[src/rtl/msdf_pkg.sv]
// Shared definitions for the MSDF on-the-fly converter: signed-digit encodings
// and the controller state type.
package msdf_pkg;

    localparam logic [1:0] DIGIT_POS  = 2'b10;
    localparam logic [1:0] DIGIT_NEG  = 2'b01;
    localparam logic [1:0] DIGIT_ZERO = 2'b00;

    typedef enum logic {
        IDLE = 1'b0,
        RUN  = 1'b1
    } otf_state_t;

endpackage

[src/rtl/msdf_otf_step.sv]
// One on-the-fly conversion step: shifts the Q/QM pair left by one digit.
// Purely combinational; any digit code other than +1/-1 converts as 0.
module msdf_otf_step
    import msdf_pkg::*;
#(
    parameter int W = 9
) (
    input  logic [W-1:0] q,
    input  logic [W-1:0] qm,
    input  logic [1:0]   d,
    output logic [W-1:0] q_next,
    output logic [W-1:0] qm_next
);

    localparam logic [W-1:0] ONE = W'(1);

    // Left shifts drop the MSB; the result range always fits in W bits.
    always_comb begin
        q_next  = q << 1;
        qm_next = (qm << 1) | ONE;
        unique case (d)
            DIGIT_POS: begin
                q_next  = (q << 1) | ONE;
                qm_next = q << 1;
            end
            DIGIT_NEG: begin
                q_next  = (qm << 1) | ONE;
                qm_next = qm << 1;
            end
            default: begin
                q_next  = q << 1;
                qm_next = (qm << 1) | ONE;
            end
        endcase
    end

endmodule

[src/rtl/msdf_otf_converter.sv]
// MSDF signed-digit stream to two's-complement converter using Q/QM registers.
// Optional invalid-digit (2'b11) flag built only with MSDF_OTF_DIGIT_CHECK_EN.
module msdf_otf_converter
    import msdf_pkg::*;
#(
    parameter int N = 8
) (
    input  logic         clk,
    input  logic         reset,
    input  logic         io_start,
    input  logic [1:0]   io_d,
    output logic [N:0]   io_q,
    output logic         io_done,
    output logic         io_busy,
    output logic         io_err
);

    localparam int CW = (N > 2) ? $clog2(N) : 1;
    localparam logic [CW-1:0] CNT_LAST = CW'(N - 1);

    otf_state_t state, state_next;
    logic [N:0]    q, qm, q_src, qm_src, q_step, qm_step;
    logic [CW-1:0] cnt;
    logic          apply, init, finish;

    always_ff @(posedge clk or negedge reset) begin
        if (!reset) state <= IDLE;
        else        state <= state_next;
    end

    always_comb begin
        state_next = state;
        unique case (state)
            IDLE: if (io_start) state_next = RUN;
            RUN:  if (!io_start && cnt == CNT_LAST) state_next = IDLE;
            default: state_next = IDLE;
        endcase
    end

    // A start in RUN restarts the stream; the partial result is dropped.
    always_comb begin
        init    = io_start;
        apply   = io_start || (state == RUN);
        finish  = (state == RUN) && !io_start && (cnt == CNT_LAST);
        io_busy = (state == RUN);
    end

    assign q_src  = init ? '0 : q;
    assign qm_src = init ? '1 : qm;

    msdf_otf_step #(.W(N + 1)) u_step (
        .q       (q_src),
        .qm      (qm_src),
        .d       (io_d),
        .q_next  (q_step),
        .qm_next (qm_step)
    );

    always_ff @(posedge clk or negedge reset) begin
        if (!reset) begin
            q       <= '0;
            qm      <= '1;
            cnt     <= '0;
            io_q    <= '0;
            io_done <= 1'b0;
        end else begin
            io_done <= finish;
            if (apply) begin
                q  <= q_step;
                qm <= qm_step;
                if (init)        cnt <= CW'(1);
                else if (finish) cnt <= '0;
                else             cnt <= cnt + CW'(1);
            end
            if (finish) io_q <= q_step;
        end
    end

`ifdef MSDF_OTF_DIGIT_CHECK_EN
    logic err_acc, err_acc_next;

    assign err_acc_next = (init ? 1'b0 : err_acc) | (io_d == 2'b11);

    always_ff @(posedge clk or negedge reset) begin
        if (!reset) begin
            err_acc <= 1'b0;
            io_err  <= 1'b0;
        end else begin
            if (apply)  err_acc <= err_acc_next;
            if (finish) io_err  <= err_acc_next;
        end
    end
`else
    assign io_err = 1'b0;
`endif

endmodule

[config.mk]
export PLATFORM = sky130hd
export DESIGN_NAME = msdf_otf_converter
export DESIGN_NICKNAME = d
export VERILOG_FILES = /design/src/rtl/msdf_pkg.sv /design/src/rtl/msdf_otf_step.sv /design/src/rtl/msdf_otf_converter.sv
export SDC_FILE = /design/constraint.sdc
export NUM_CORES = 1
export LEC_CHECK = 0
export ABC_AREA = 1
export CORE_UTILIZATION = 50
export CTS_CLUSTER_DIAMETER = 30
export DETAILED_ROUTE_END_ITERATION = 6
export PLACE_DENSITY = 0.74
export SYNTH_ARGS = -nofsm -noshare
export SYNTH_HDL_FRONTEND = slang
export SYNTH_SLANG_ARGS = --single-unit
[constraint.sdc]
create_clock -name clk -period 1.7 [get_ports clk]
set_input_delay 0.34 -clock clk [delete_from_list [all_inputs] [get_ports clk]]
set_output_delay 0.34 -clock clk [all_outputs]
set_load 0.005 [all_outputs]
==> qor.yml, run 1 <==
clock_skew_ns: 0.00971
n_antenna_cell: 0
num_vias: 1296
clk_pin_slew_ns: 0.10
hold_buffers: 0
outcome: "finished clean"
cp_top_family: "buffers and inverters"
cts_sinks: 30
core_area_um2: 2880
ioPinCount: 17
postCtsResizedCells: 0
layout_common_cells: "nand2_1 (122), inv_1 (22), dfrtp_1 (22), clkdlybuf4s50_1 (15), nor2_1 (10)"
syn_area_um2: 1570
muxShareOfSynthArea: 0
rsz0062_at_grt: "no"
nets: 248
worst_path_max_delay_cell: "clkdlybuf4s50_1"
grt_pass1_wl_um: 5390
synth_fa_ha_area_frac: 0.0318
firstDrtPassIters: 4
drtIter0Drc: 23
max_freq_mhz: 614
cp.depth: 1
synth_fp_nets: 223
track_usage: 0.216
synth_warnings: 0
rows: 19
min_path_type: "primary input to asynchronous set/reset pin"
tns_ns: 0
drt-wirelength-per-cell_um: 10.5
initial_utilization: 0.547
syn_inst: 214
setup_viol: 0
routed_wl_um: 2960
cts_tree: "done"
die_w_um: 58.1
cts_setup_buffers: 0
slew_violations: 0
die_y_um: 58.1
reg2reg_slack_ns: 0.34
grt_max_degree: 31
antenna_found_initial: 0
p_leak_nw: 1.04
fin_ws_ns: 0.0723
drive_above_1_share: 0.146
yosys.area.top_type: "dfrtp_1"
synth_top_family_by_area: "simple AND/OR/NAND/NOR gates"
grt_pass1_vias: 1266
max-vdd-ir-drop_v: 0.000575
cts_max_level: 2
dieArea_um2: 3370
clock_latency_ns: 0.33
place_hpwl_um: 2060
slowest_delay_ns: 0.52
synth-compound-area-share: 0.0207
path_max_fanout: 5
yosysSeqAreaShare: 0.484
synthXorXnorAreaFrac: 0
dp.cells: 274
yosys.cell_types.count: 22
synth.area.top_cells: "dfrtp_1 (35%), nand2_1 (29%), dfstp_2 (13%), inv_1 (5.3%), ha_1 (3.2%)"
drv_cap: 0
fin_crit_ns: 1.63
stdcell_count: 282
synth-seq-cells: 30
period_share: 0.957
postSynthAreaPerCell_um2: 7.35
ctsRootBufferMaster: "clkbuf_4"
dp_slack_ns: -0.193
cp_data_required_time_ns: 1.36
cp_num_buf_inv: 1
gp_congestion: 0.864
utilization: 0.643
vias_per_cell: 4.60
cts_buffer_depth: 2
area_delta_synth_final_pct: 17.6
crit_type: "flip-flop to output port"
yosys.area_share.simple: 0.356
gr-total-overflow: 0
final_common_cell: "nand2_1"
ant_nets: 0
synth_top_area_share: 0.350
end_kind: "output port"
portBuffers: 15
finalHoldViolations: 0
cellPowerDensity_nw_per_um2: 971
crit_chain: "clkdlybuf4s50_1"
regToRegEndpoint: "io_q[0]"
remaining_drc_errors: 0
worstSetupStartpointType: "flip-flop"
reg2reg_from: "cnt[0]"
cts_buffers: 5
arrival_ns: 1.29
ff2ff_path_depth: 6
[routing by layer]
metal | global-route usage | vias up | wire (um)
met1 | 0.279 | 591 | 1440
met3 | 0.0670 | 4 | 112
met2 | 0.343 | 24 | 1380
met4 | 0.0748 | 0 | 27
met5 | 0 | - | 0
li1 | - | 677 | -
[Yosys cell counts]
| cell | number |
|---|---|
| buf_6 | 3 |
| nand2_1 | 122 |
| conb_1 | 1 |
| nand2_4 | 1 |
| nand3_1 | 2 |
| o21ai_0 | 3 |
| or2_2 | 1 |
| ha_1 | 4 |
| o21ai_1 | 1 |
| nand2_2 | 5 |
| inv_2 | 2 |
| nor2_1 | 10 |
| inv_1 | 22 |
| buf_2 | 1 |
| dfrtp_1 | 22 |
| dfstp_2 | 8 |
| a21oi_1 | 1 |
| buf_12 | 1 |
| o21a_1 | 1 |
| inv_6 | 1 |
| nor2_2 | 1 |
| buf_4 | 1 |
[worst max path at each step]
stage	startpoint	end
3_3_place_gp	io_d[0]	io_q[6]
6_report	io_busy	io_busy
5_1_grt	io_busy	io_busy
4_1_cts	io_busy	io_busy
3_5_place_dp	io_d[0]	q[6]
2_1_floorplan	io_d[0]	io_q[1]
[state kept, by name (all words and copies together) (netlist names)]
name / flops
io_busy: 1
io_q: 9
io_done: 1
q: 8
qm: 8
cnt: 3
[where the power goes]
part / switching [mW] / internal (mW)
registers: 0.0619 / 0.851
logic: 0.212 / 0.217
clock network: 0.253 / 0.200
total: 0.527 / 1.27
[area by class of cell]
cell class | instances | area [um2]
clock buffers | 7 | 55.1
clock inverters | 1 | 5.00
fillers | 266 | 1030
inverters | 25 | 98.8
multi-input cells | 153 | 647
flip-flops and latches | 30 | 761
well taps | 42 | 52.6
repair buffers | 24 | 230
[logic make-up (layout without fill, tap and decap cells)]
family,after synthesis,count (layout)
AO/OA/AOI/OAI,6,6
other,1,1
buffers and inverters,31,57
AND/OR/NAND/NOR,142,142
adder cells (fa/ha/maj),4,4
flip-flops,30,30
[metrics by stage]
stage / cell area [um2] / total power, mW / hold slack, ns
after global placement: 1790 / 1.35 / 0.456
after detailed placement: 1790 / 1.36 / 0.459
after CTS: 1850 / 1.81 / 0.391
after floorplan: 1570 / 1.16 / 0.0444
final: 1850 / 1.80 / 0.380
after global routing: 1850 / 1.91 / 0.411
(Power assumes the default switching activity.)
==> run 2, diff against run 1 <==
--- a/config.mk
+++ b/config.mk
@@ -9,7 +9,8 @@
 export CORE_UTILIZATION = 50
 export CTS_CLUSTER_DIAMETER = 30
 export DETAILED_ROUTE_END_ITERATION = 6
-export PLACE_DENSITY = 0.74
+export PLACE_DENSITY = 0.71
 export SYNTH_ARGS = -nofsm -noshare
 export SYNTH_HDL_FRONTEND = slang
+export SYNTH_HIERARCHICAL = 1
 export SYNTH_SLANG_ARGS = --single-unit
==> qor.yml, run 2 <==
grt_pass1_vias: 1295
num_vias: 1404
ioPinCount: 17
gp_congestion: 0.802
path_max_fanout: 2
cts_sinks: 30
track_usage: 0.216
rsz0062_at_grt: "no"
postCtsResizedCells: 0
arrival_ns: 1.21
drv_cap: 0
end_kind: "output port"
max_freq_mhz: 647
cp_data_required_time_ns: 1.36
vias_per_cell: 4.73
ant_nets: 0
worstSetupStartpointType: "flip-flop"
postSynthAreaPerCell_um2: 7.39
crit_type: "flip-flop to output port"
largest-register: "io_q"
cts_setup_buffers: 0
clk_pin_slew_ns: 0.09
cp_num_buf_inv: 1
largest_register_ffs: 9
fin_crit_ns: 1.55
firstDrtPassIters: 4
drive_above_1_share: 0.198
ff2ff_path_depth: 6
gr-total-overflow: 0
area_delta_synth_final_pct: 14.2
synth_warnings: 6
hold_buffers: 0
largest_registers: "io_q x9, q x8, qm x8"
ctsRootBufferMaster: "clkbuf_4"
grt_pass1_wl_um: 5780
max-vdd-ir-drop_v: 0.000719
slew_violations: 0
cts_buffers: 5
finalHoldViolations: 0
n_fill_cell: 308
portBuffers: 15
drtIter0Drc: 50
final_common_cell: "nand2_1"
grt_max_degree: 31
layout_common_cells: "nand2_1 (123), dfrtp_1 (22), clkdlybuf4s50_1 (15), inv_1 (14), buf_4 (12)"
die_y_um: 60.4
nets: 261
routed_wl_um: 3230
syn_area_um2: 1710
remaining_drc_errors: 0
stdcell_count: 297
tns_ns: 0
outcome: "finished clean"
dp.cells: 289
clock_latency_ns: 0.33
synth_fp_nets: 240
initial_utilization: 0.542
period_share: 0.909
cp.depth: 1
syn_inst: 231
worst_path_max_delay_cell: "clkdlybuf4s50_1"
die_w_um: 60.4
place_hpwl_um: 2370
clock_skew_ns: 0.00838
cts_max_level: 2
crit_chain: "clkdlybuf4s50_1"
core_area_um2: 3150
min_path_type: "primary input to asynchronous set/reset pin"
setup_viol: 0
n_antenna_cell: 0
p_leak_nw: 1.09
drt-wirelength-per-cell_um: 10.9
dieArea_um2: 3650
cp_top_family: "buffers and inverters"
cts_buffer_depth: 2
cts_tree: "done"
cellPowerDensity_nw_per_um2: 934
antenna_found_initial: 0
slowest_delay_ns: 0.50
rows: 20
[run 2: path summary, 6_finish.rpt]
kind | to | slack [ns] | from
max in group asynchronous | qm[6] | 0.98 | reset
hold / removal | io_q[1] | 0.39 | reset
hold reg to reg | qm[3] | 0.47 | qm[3]
min in group clk | qm[3] | 0.47 | qm[3]
setup reg to reg | cnt[2] | 0.40 | cnt[0]
setup / recovery | io_busy | 0.15 | io_busy
[run 2: where the power goes]
| part | total (mW) | internal (mW) | switching (mW) | leakage [nW] |
|---|---|---|---|---|
| Sequential | 0.910 | 0.851 | 0.0589 | 0.372 |
| Clock | 0.441 | 0.200 | 0.241 | 0.0353 |
| Combinational | 0.471 | 0.234 | 0.237 | 0.678 |
[run 2: layout make-up]
| type | count | area, um2 | share of cell area |
|---|---|---|---|
| Multi-Input combinational cell | 172 | 769 | 0.394 |
| Timing Repair Buffer | 27 | 240 | 0.123 |
| Clock inverter | 1 | 5.00 | 0.00257 |
| Inverter | 16 | 65.1 | 0.0334 |
| Clock buffer | 7 | 55.1 | 0.0282 |
| Tap cell | 44 | 55.1 | 0.0282 |
| Sequential cell | 30 | 761 | 0.390 |
[run 2: metrics by stage]
| stage | hold WS, ns | power, mW | utilization | setup WS, ns | cell area, um2 |
|---|---|---|---|---|---|
| 3_5_place_dp | 0.457 | 1.40 | 0.600 | -0.184 | 1890 |
| 5_1_grt | 0.408 | 1.96 | 0.619 | 0.0287 | 1950 |
| 4_1_cts | 0.408 | 1.84 | 0.619 | 0.147 | 1950 |
| 2_1_floorplan | 0.0444 | 1.20 | - | 0.393 | 1710 |
| 6_report | 0.394 | 1.82 | 0.619 | 0.154 | 1950 |
| 3_3_place_gp | 0.453 | 1.39 | 0.600 | -0.142 | 1890 |
[run 2: layer usage]
metal  vias up  track usage  part of all wire
met1       625        0.284              0.50
met3         6       0.0704             0.044
met5         -            0                 0
met4         0       0.0682             0.012
li1        742            -                 -
met2        31        0.338              0.45
